## src/rtl/ultrasonic_ranger.sv

```systemverilog
// Periodic HC-SR04 ranger: fires trig, times the echo into whole cm with a sub-counter, flags timeouts, holds a window-hit flag.
// Result lands 3 cycles after the raw echo falls; enable low drops to IDLE on the next edge with no pulses.
module ultrasonic_ranger #(
  parameter int TRIG_CYCLES    = 500,
  parameter int CM_CYCLES      = 2950,
  parameter int TIMEOUT_CYCLES = 1_200_000,
  parameter int PERIOD_CYCLES  = 3_000_000,
  parameter int MAX_CM         = 400,
  parameter int DIST_W         = 9,
  parameter int HOLD_CYCLES    = 1001
) (
  input  logic              clk,
  input  logic              rst,
  input  logic              enable,
  input  logic              echo,
  input  logic [DIST_W-1:0] win_lo,
  input  logic [DIST_W-1:0] win_hi,
  output logic              trig,
  output logic              busy,
  output logic [DIST_W-1:0] dist_cm,
  output logic              dist_valid,
  output logic              timeout,
  output logic              in_window
);

  localparam int TMAX = (TIMEOUT_CYCLES > TRIG_CYCLES) ? TIMEOUT_CYCLES : TRIG_CYCLES;
  localparam int TW   = $clog2(TMAX + 1);
  localparam int SW   = (CM_CYCLES > 1) ? $clog2(CM_CYCLES) : 1;
  localparam int PW   = $clog2(PERIOD_CYCLES);
  localparam int HW   = $clog2(HOLD_CYCLES + 1);

  localparam logic [TW-1:0]     TRIG_LAST = TW'(TRIG_CYCLES - 1);
  localparam logic [TW-1:0]     TO_LAST   = TW'(TIMEOUT_CYCLES - 1);
  localparam logic [SW-1:0]     SUB_LAST  = SW'(CM_CYCLES - 1);
  localparam logic [PW-1:0]     GAP_LAST  = PW'(PERIOD_CYCLES - 2);
  localparam logic [DIST_W-1:0] CM_MAX    = DIST_W'(MAX_CM);
  localparam logic [HW-1:0]     HOLD_LOAD = HW'(HOLD_CYCLES);

  typedef enum logic [2:0] {IDLE, TRIG, WAIT_RISE, MEASURE, GAP} state_t;

  state_t            state;
  logic              echo_m, echo_s, echo_d;
  logic [TW-1:0]     timer;
  logic [SW-1:0]     sub;
  logic [DIST_W-1:0] cm;
  logic [PW-1:0]     period;
  logic [HW-1:0]     hold;
  logic              rise, fall;

  always_ff @(posedge clk or posedge rst) begin
    if (rst) begin
      echo_m <= 1'b0;
      echo_s <= 1'b0;
      echo_d <= 1'b0;
    end else begin
      echo_m <= echo;
      echo_s <= echo_m;
      echo_d <= echo_s;
    end
  end

  assign rise = echo_s & ~echo_d;
  assign fall = ~echo_s & echo_d;

  always_ff @(posedge clk or posedge rst) begin
    if (rst) begin
      state      <= IDLE;
      trig       <= 1'b0;
      busy       <= 1'b0;
      dist_cm    <= '0;
      dist_valid <= 1'b0;
      timeout    <= 1'b0;
      in_window  <= 1'b0;
      timer      <= '0;
      sub        <= '0;
      cm         <= '0;
      period     <= '0;
      hold       <= '0;
    end else begin
      dist_valid <= 1'b0;
      timeout    <= 1'b0;
      timer      <= timer + TW'(1);
      if (state != IDLE) period <= period + PW'(1);
      // The hold timer runs independently of the FSM; a new hit below overrides it.
      if (hold != '0) begin
        hold <= hold - HW'(1);
        if (hold == HW'(1)) in_window <= 1'b0;
      end

      if (!enable) begin
        state <= IDLE;
        trig  <= 1'b0;
        busy  <= 1'b0;
      end else begin
        case (state)
          IDLE: begin
            state  <= TRIG;
            trig   <= 1'b1;
            busy   <= 1'b1;
            period <= '0;
            timer  <= '0;
          end
          TRIG: if (timer == TRIG_LAST) begin
            state <= WAIT_RISE;
            trig  <= 1'b0;
            timer <= '0;
          end
          WAIT_RISE: begin
            if (rise) begin
              // The rise cycle is itself the first echo-high cycle, so it is counted here.
              state <= MEASURE;
              timer <= TW'(1);
              sub   <= (CM_CYCLES == 1) ? '0 : SW'(1);
              cm    <= (CM_CYCLES == 1) ? DIST_W'(1) : '0;
            end else if (timer == TO_LAST) begin
              state   <= GAP;
              timeout <= 1'b1;
            end
          end
          MEASURE: begin
            if (fall) begin
              state      <= GAP;
              dist_cm    <= cm;
              dist_valid <= 1'b1;
              if (win_lo < cm && cm < win_hi) begin
                hold      <= HOLD_LOAD;
                in_window <= 1'b1;
              end
            end else if (timer == TO_LAST) begin
              state   <= GAP;
              timeout <= 1'b1;
            end else if (sub == SUB_LAST) begin
              sub <= '0;
              if (cm != CM_MAX) cm <= cm + DIST_W'(1);
            end else begin
              sub <= sub + SW'(1);
            end
          end
          GAP: if (period >= GAP_LAST) begin
            state <= IDLE;
            busy  <= 1'b0;
          end
          default: begin
            state <= IDLE;
            trig  <= 1'b0;
            busy  <= 1'b0;
          end
        endcase
      end
    end
  end

endmodule

```

## config.mk

```make
export PLATFORM = sky130hd
export DESIGN_NAME = ultrasonic_ranger
export DESIGN_NICKNAME = d
export VERILOG_FILES = /design/src/rtl/ultrasonic_ranger.sv
export SDC_FILE = /design/constraint.sdc
export NUM_CORES = 1
export LEC_CHECK = 0
export ABC_AREA = 1
export BUFFER_PORTS_ARGS = -buffer_cell sky130_fd_sc_hd__buf_2
export CAP_MARGIN = 20
export CORE_ASPECT_RATIO = 1.75
export CORE_UTILIZATION = 45
export CTS_CLUSTER_DIAMETER = 50
export DETAILED_ROUTE_END_ITERATION = 8
export PLACE_DENSITY = 0.68
export SYNTH_ARGS = -nofsm -noshare
export SYNTH_HDL_FRONTEND = slang
export SYNTH_SLANG_ARGS = --single-unit
```

## constraint.sdc

```tcl
create_clock -name clk -period 3.98 [get_ports clk]
set_clock_uncertainty 0.15 [all_clocks]
set_input_delay 0.199 -clock clk [delete_from_list [all_inputs] [get_ports clk]]
set_output_delay 0.199 -clock clk [all_outputs]
set_load 0.03 [all_outputs]
```

Word-level counts from Yosys, hierarchy flattened
Cells that the tools add are included.
{"block": "word_totals", "ff_bits": 94, "wordCells": 108, "input_bits": 22}
{"block": "classes", "magnitude_cmp": 3, "addsub": 5, "muxes": 50, "reduce_logical": 13, "eq_ne": 18, "bitwise": 4}
{"op": "2-to-1 mux 22 bit", "count": 3}
{"op": "2-to-1 mux 21 bit", "count": 3}
{"op": "case mux 21 bit (3 select lines)", "count": 1}
{"op": "2-to-1 mux 10 bit", "count": 5}
{"op": "2-to-1 mux 12 bit", "count": 4}
{"op": "2-to-1 mux 9 bit", "count": 5}
{"op": "case mux 12 bit (2 select lines)", "count": 1}
{"op": "adder 22 x 1 -> 22 bit, second input constant", "count": 1}
{"op": "greater-or-equal comparator 22 bit, second input constant", "count": 1}
{"op": "adder 21 x 1 -> 21 bit, second input constant", "count": 1}
{"op": "== test 21 bit, second input constant", "count": 1}
{"op": "== test 21 x 9 -> 1 bit, second input constant", "count": 1}
{"op": "less-than comparator 9 bit", "count": 2}
{"op": "2-to-1 mux 3 bit", "count": 6}
{"op": "case mux 9 bit (2 select lines)", "count": 1}
{"op": "2-to-1 mux 1 bit", "count": 17}
{"op": "case mux 3 bit (5 select lines)", "count": 1}
{"op": "inequality test 2 bit, second input constant", "count": 7}
{"op": "adder 12 x 1 -> 12 bit, second input constant", "count": 1}
{"op": "== test 12 bit, second input constant", "count": 1}
{"op": "== test 10 x 1 -> 1 bit, second input constant", "count": 1}
{"op": "nonzero test 10 bit", "count": 1}
{"op": "subtractor 10 x 1 -> 10 bit, second input constant", "count": 1}
{"op": "adder 9 x 1 -> 9 bit, second input constant", "count": 1}
{"op": "other kinds (18)", "count": 26}

Depth between registers and ports, before layout
Gate-level depths: netlist of run 1.
{"block": "depth", "depth_word": 7, "mapped_depth": 13}

Least setup slack after synthesis of run 1
No wires, ideal clock.
{"block": "synth_path", "kind": "flip-flop to flip-flop", "from": "register timer[0]", "to": "register sub[3]", "synth_period_minus_slack_ns": 1.770, "path_stages_with_launch": 13, "path_slack_ns": 2.210, "setup_time_ns": 0.118, "t_arrival_ns": 1.501, "path_cell_list": "dfrtp_1 > ha_1 > nand3_2 > inv_2 > nand2_2 > nor2_4 > nand3_2 > nand2_2 > o21ai_4 > nand2_4 > buf_6 > nand2_1 > o21ai_2"}
{"block": "synth_between", "elab_chain_cells": 3}
{"item": "from (decl)", "line": "43", "source": "logic [TW-1:0] timer;"}
{"item": "from (signal assigned)", "line": "82", "source": "timer <= timer + TW'(1);"}
{"item": "== test 21 bit", "line": "129", "source": "end else if (timer == TO_LAST) begin"}
{"item": "inequality test 2 bit (no source line)"}
{"item": "AND reduction 5 bit (no source line)"}
{"item": "to (signal assigned)", "line": "113", "source": "sub <= (CM_CYCLES == 1) ? '0 : SW'(1);"}
{"item": "to (signal assigned)", "line": "136", "source": "sub <= sub + SW'(1);"}
{"item": "to (decl)", "line": "44", "source": "logic [SW-1:0] sub;"}
Every way passes these cells.
A chain may end at the register's enable or synchronous reset.

Worst setup path in the final report of run 1
{"block": "layout_path", "from": "register timer[0]", "to": "register timer[5]"}
{"block": "layout_between", "elab_chain_cells": 4}
{"item": "adder 21 x 1 -> 21 bit / == test 21 x 9 -> 1 bit (equally long branches)", "line": "82, 103"}
{"item": "2-to-1 mux 21 bit, on equally long branches", "line": "109, 103"}
{"item": "case mux 21 bit (3 select lines)", "line": "95", "source": "case (state)"}
{"item": "2-to-1 mux 21 bit (*)", "line": "90", "source": "if (!enable) begin"}
Every way passes the cells marked *; elsewhere a longest branch is shown, timed or not.

==> metrics.log, run 1 <==
[metrics] antenna violations before repair: 0
[metrics] Max-cap violations: 0
[metrics] result of the run: completed
[metrics] Final min period: 2.30 ns
[metrics] worst hold margin: 0.148 ns
[metrics] Routed wire per std cell: between 10 and 15 um
[metrics] final global-route overflow total: 0
[metrics] Final Cycle Share: 57.7%
[metrics] number of H-tree levels: 3
[metrics] cell area power density: about 410 nW/um^2
[metrics] static leakage: 3.34 nW
[metrics] number of distinct library cells after synthesis: between 40 and 50
[metrics] worst hold path type: primary input to flip-flop
[metrics] Required @ worst endpoint: 4.06 ns
[metrics] part of the total power dissipated in combinational logic: 22.8%
[metrics] first drt pass iteration count: 4
[metrics] via count of the first global-routing pass: 4881
[metrics] unrepaired setup endpoints after global routing: no
[metrics] wire length of the first global-routing pass: 22100 um
[metrics] FF+latch count, synth: 94
[metrics] Net count, final: 877
[metrics] ant diodes: 0
[metrics] Total GRT Usage: a little over a fifth
[metrics] core area: 12600 sq um
[metrics] overall die width: 88.2 um
[metrics] clock root buffer: clkbuf_16
[metrics] portion of synthesized cell area occupied by the leading cell type: between 40 and 50%
[metrics] Worst IR Drop VDD: roughly 0.32 mV
[metrics] total power of the final layout: 0.00269 W
[metrics] final routed wirelength across all metal layers: 12800 um
[metrics] Die ar.: 13500 sq um
[metrics] post_cts resized: 0
[metrics] Cell Area, Placed: 6180 sq um
[metrics] HPWL Detailed: about 9600 um
[metrics] clock transition at the registers of the reported paths: 0.06 ns
[metrics] maximum root-to-sink buffer count: 2
[metrics] post-synthesis net count: 837
[metrics] # rows: between 50 and 60
[metrics] worst setup slack after placement: 1.58 ns
[metrics] RD Place Congestion: ~0.86
[metrics] relative contribution of the clock network to total power: about a third
[metrics] CTS Buf Count: 9
[metrics] drt first-iter violations: 250
[metrics] total negative slack for setup checks: 0 ns
[metrics] share of layout cells above drive strength 1: 11.8%
[metrics] clock latency on the worst-skew pair: approximately 0.34 ns
[metrics] Worst setup SP type: flip-flop
[metrics] area of the mapped netlist: 5850 sq um
[metrics] top post-synthesis cells by area: dfrtp_1 (40%), nand2_1 (14%), inv_1 (8.5%)
[metrics] number of sinks handled by clock tree synthesis: between 90 and 100
[metrics] number of top-level pins: 36
[metrics] Vert. Die Dim: 153 um
[metrics] post-synthesis cell count: 789
[metrics] Main synth FF type: dfrtp_1
[metrics] max-slew violation count: 0
[metrics] average cell area after synthesis: between 7 and 8 sq um
[metrics] relative slew slack: 49.3%
[metrics] clock tree from TritonCTS: yes
[metrics] Arrival @ worst endpoint: between 2 and 2.5 ns
[metrics] DRC Markers: 0
[metrics] proportion of power drawn by flip-flops and latches: ~44%
[metrics] maximum achievable frequency: approximately 440 MHz
[metrics] drt via density: 4.98
[metrics] number of setup violations in the final report: 0
[metrics] switching power as a share of total power: 33.4%
[metrics] count of input and output buffers: 35
[metrics] largest net degree at the start of global routing: 59
[metrics] Critical Setup Path Class: flip-flop to flip-flop
[metrics] post-route ant nets: 0
[metrics] critical path fanouts, max: 20
[metrics] pin slew with the least headroom to its limit: 0.759 ns
[metrics] finished layout cell area: about 6500 sq um
[metrics] critical path capture point type: flip-flop
[metrics] number of flops mapped to enable cells by yosys: 0
[metrics] Int Power: 0.00179 W
[metrics] setup repair bufs after CTS: 0
[metrics] post-synthesis cell type with the largest combined area: dfrtp_1
[metrics] share of synthesized flip-flops with an asynchronous set or reset: 100%
[metrics] number of synthesis warnings: 0
[metrics] switching power: roughly 0.00090 W
[metrics] share of the yosys chip area belonging to registers: 40.2%
[metrics] area grow syn2layout: 11.3%
[metrics] Worst Setup Slack, final: 1.68 ns
[metrics] count of final hold-check violations: 0
[metrics] Initial Util: 46.5%
[metrics] Vias: 4994
timing repair:
item / in CTS / in global routing
hold buffers: 2 / 0
endpoints found under the hold margin: 57 / 0
endpoints found under the setup margin: 0 / 0
final timing paths:
kind / startpoint / endpoint / slack, ns / depth (start not counted)
worst max register to register: timer[0] / timer[5] / 1.68 / 8
max in group asynchronous: rst / period[17] / 2.55 / 4
worst min register to register: echo_m / echo_s / 0.20 / 0
min in group asynchronous: rst / in_window / 0.37 / 3
worst max-delay path: timer[0] / timer[5] / 1.68 / 8
worst min-delay path: enable / state[1] / 0.15 / 3
layout by cell type (no fill, tap or decap), types with 8 or more instances in the layout:
master	count
a21oi_1	20
o21ai_1	12
dfrtp_1	94
nor2_1	71
ha_1	26
buf_2	35
o21ai_0	23
clkbuf_16	9
nand4_1	26
nand3_1	51
inv_2	8
xor2_1	24
nor3_1	21
o21ai_2	9
nand2_1	211
inv_1	132
cell type report:
type | count | area [sq um]
clock buffers | 10 | 239
clock inverters | 6 | 68.8
multi-input cells | 544 | 2900
fillers | 1282 | 6060
flip-flops and latches | 94 | 2350
well taps | 168 | 210
repair buffers | 39 | 210
inverters | 141 | 532
worst max-delay path: stages, from the launching register on:
cell and delay, ns:
dfrtp_1 0.37, ha_1 0.22, inv_1 0.05, nor3_1 0.18, nand4_1 0.16, nand2_1 0.14, nand3_1 0.55, nand3b_1 0.29
inv_1 0.06
Yosys cell counts (2+ instances only):
library cell / number
xor2_1: 24
a41oi_1: 3
inv_2: 8
o21ai_2: 9
buf_2: 5
nand3_1: 51
nand2_1: 211
nor2_1: 71
nand3_2: 3
nor4_1: 3
clkbuf_1: 2
ha_1: 26
o21ai_0: 23
nor3_1: 21
nand3b_1: 6
inv_1: 133
nor3_2: 4
nor2_2: 5
nor2_4: 4
or2_2: 2
xnor2_1: 2
a21oi_1: 20
nand4_1: 26
nand2_2: 5
dfrtp_1: 94
o21ai_1: 12
flip-flops by register name, indices dropped and copies added, names as in the netlist:
signal / flops
state: 3
cm: 9
timeout: 1
dist_cm: 9
echo_d: 1
hold: 10
trig: 1
sub: 12
in_window: 1
period: 22
echo_s: 1
timer: 21
echo_m: 1
busy: 1
dist_valid: 1
logic make-up after synthesis:
logic type / share of synthesized area [%]
AND/OR/NAND/NOR: 32.1
XOR/XNOR: 3.89
buffers and inverters: 10.3
flip-flops: 40.2
adder cells (fa/ha/maj): 5.56
AO/OA/AOI/OAI: 7.96
power by group through the flow:
| stage | clock [W] | sequential [W] | combinational [W] |
|---|---|---|---|
| finish | 0.000886 | 0.00119 | 0.000614 |
| global route | 0.000949 | 0.00121 | 0.000712 |
| global placement | 0 | 0.00121 | 0.000611 |
| floorplan | 0 | 0.00125 | 0.000409 |
| CTS | 0.000914 | 0.00119 | 0.000625 |
| detailed placement | 0 | 0.00121 | 0.000620 |
metal layers:
layer  part of all wire [%]  global-route usage, %  up-vias  routed length [um]
li1                       -                      -     2596                   -
met1                     42                   24.5     2319                5360
met2                     53                   36.9       59                6830
met3                    2.0                   2.48       20                 255
met4                    2.6                   9.37        0                 330
met5                      0                      0        -                   0
metrics by stage:
| step | cells | utilization, % |
|---|---|---|
| floorplan | 789 | - |
| detailed placement | 984 | 49.2 |
| finish | 1002 | 51.8 |
| CTS | 1002 | 51.8 |
| global route | 1002 | 51.8 |
| global placement | 984 | 49.2 |
(Power assumes the default switching activity.)
==> run 2, diff against run 1 <==
- clock period: 3.98 -> 2.3 ns (I/O delays scaled with it)
==> metrics.log, run 2 (synthesized netlist as in run 1, its figures left out) <==
[metrics] result of the run: completed
[metrics] DP Cell Count: 991
[metrics] met2 wire length: 6710 um
[metrics] most common cell after layout, fill and taps aside: nand2_1
[metrics] Finished Layout Cells: 1009
[metrics] wire length on met1: between 5000 and 6000 um
[metrics] final global-route overflow total: 0
[metrics] Net count, final: 884
[metrics] clock latency on the worst-skew pair: 0.35 ns
[metrics] maximum achievable frequency: 483 MHz
[metrics] Total GRT Usage: 20.4%
[metrics] relative contribution of the clock network to total power: 30.9%
[metrics] largest net degree at the start of global routing: 95
[metrics] Required @ worst endpoint: around 2.4 ns
[metrics] Final min period: roughly 2.1 ns
[metrics] utilization after layout: between 50% and 60%
[metrics] # rows: 54
[metrics] post-route ant nets: 0
[metrics] relative slew slack: around 63%
[metrics] Reg-to-Reg Start: timer[0]
[metrics] slowest cell on the critical path: dfrtp_1
[metrics] critical path capture point type: flip-flop
[metrics] Max-cap violations: 0
[metrics] Final Cycle Share: 90.0%
[metrics] setup repair bufs after CTS: 0
[metrics] Max stage delay on crit path: 0.37 ns
[metrics] clock transition at the registers of the reported paths: 0.07 ns
[metrics] RD Place Congestion: 0.855
[metrics] count of input and output buffers: 35
[metrics] Worst Reg2Reg Path Length in Cells: 12
[metrics] antenna violations before repair: 0
[metrics] share of layout cells above drive strength 1: 12.5%
[metrics] number of setup violations in the final report: 0
[metrics] met3 routed wirelength: about 280 um
[metrics] proportion of power drawn by flip-flops and latches: 44.6%
[metrics] Initial Util: 46.5%
[metrics] Worst setup SP type: flip-flop
[metrics] WHS Path Cells: 3
[metrics] registers with the highest flip-flop counts: period (22), timer (21), sub (12)
[metrics] Worst IR Drop VDD: 0.455 mV
[metrics] static leakage: 3.36 nW
[metrics] first drt pass iteration count: 5
[metrics] ant diodes: 0
[metrics] Hold Path Origin: enable
[metrics] final routed wirelength across all metal layers: 12500 um
[metrics] drt via density: about 5
[metrics] drt first-iter violations: 208
[metrics] pin slew with the least headroom to its limit: between 0.5 and 0.6 ns
[metrics] part of the total power dissipated in combinational logic: 24.6%
[metrics] CTS Buf Count: 9
[metrics] switching power: 0.00157 W
[metrics] most flop-heavy register: period
[metrics] wire length of the first global-routing pass: 21800 um
[metrics] core area: 12600 sq um
[metrics] Arrival @ worst endpoint: 2.16 ns
[metrics] Die ar.: 13500 sq um
[metrics] count of final hold-check violations: 0
[metrics] post_cts resized: 0
[metrics] hold-critical path endpoint: state[0]
[metrics] critical register-to-register path endpoint: cm[8]
[metrics] Vert. Die Dim: between 150 and 200 um
[metrics] Critical Setup Path Class: flip-flop to flip-flop
[metrics] highest-count cells in the layout ignoring fill and taps: nand2_1 (211), inv_1 (132), dfrtp_1 (94)
[metrics] total power of the final layout: 0.00458 W
[metrics] number of top-level pins: 36
[metrics] clock tree from TritonCTS: yes
[metrics] Vias: 4997
[metrics] clock root buffer: clkbuf_16
[metrics] critical path fanouts, max: 21
[metrics] maximum root-to-sink buffer count: 2
[metrics] max-slew violation count: 0
[metrics] finished layout cell area: 6550 sq um
[metrics] flip-flop count of the largest register after layout: 22
[metrics] CTS hold repair buffers: 2
[metrics] overall die width: 88.2 um
[metrics] total negative slack for setup checks: 0 ns
[metrics] Cell Area, Placed: 6250 sq um
[metrics] number of sinks handled by clock tree synthesis: 94
[metrics] number of H-tree levels: 3
[metrics] cells along the critical path: ha_1 > nand3_2 > inv_2 > nand2_2 > nor2_4 > nand3_2 > nand2_2 > o21ai_4 > nand2_4 > inv_2 > nand3_1 > nand2_1
[metrics] HPWL Detailed: 9540 um
[metrics] via count of the first global-routing pass: 4886
[metrics] Int Power: 0.00300 W
[metrics] switching power as a share of total power: between 30% and 40%
[metrics] cell area power density: 698 nW/um^2
[metrics] unrepaired setup endpoints after global routing: no
[metrics] DRC Markers: 0
[metrics] area grow syn2layout: 12.0%
[metrics] Routed wire per std cell: 12.4 um
[metrics] top routing layer in use: met4
[metrics] worst reg-to-reg setup slack: 0.23 ns
[metrics] worst hold path type: primary input to flip-flop
[run 2: final cells by class]
class	instances	area, sq um
Sequential cell	94	2350
Clock buffer	9	225
Tap cell	168	210
Multi-Input combinational cell	544	2900
Timing Repair Buffer	46	275
Inverter	141	533
Clock inverter	7	58.8
Fill cell	1315	6020
[run 2: worst max path at each step]
stage,start,slack (ns),to
CTS,timer[0],0.21,cm[8]
global route,timer[0],0.04,cm[7]
finish,timer[0],0.23,cm[8]
floorplan,timer[0],0.53,sub[3]
detailed placement,timer[0],0.21,cm[8]
global placement,timer[0],0.28,cm[8]
[run 2: metrics by stage]
step           worst slack, ns  hold slack [ns]
2_1_floorplan            0.530         -0.00357
3_3_place_gp             0.277           0.0738
3_5_place_dp             0.206           0.0770
4_1_cts                  0.207           0.0240
5_1_grt                 0.0360           0.0633
6_report                 0.229           0.0216
[run 2: critical path, delay by kind of cell, from the launching register on]
| family | cells | cell delay, ns |
|---|---|---|
| and+or+nand+nor | 8 | 0.89 |
| DFF | 1 | 0.37 |
| adders and majority gates | 1 | 0.22 |
| buffers and inverters | 2 | 0.22 |
| AOI/OAI and AO/OA | 1 | 0.12 |
[run 2: routing by layer]
metal	global-route usage [%]	vias up
met5	0	-
met4	8.60	0
met3	2.38	20
met2	36.7	61
met1	23.8	2316
li1	-	2600
[run 2: power by group through the flow]
stage               Combinational [W]  Clock, W  Sequential [W]
detailed placement            0.00113         0         0.00207
global placement              0.00112         0         0.00207
CTS                           0.00114   0.00145         0.00204
finish                        0.00112   0.00141         0.00204
global route                  0.00129   0.00152         0.00206
floorplan                    0.000708         0         0.00217
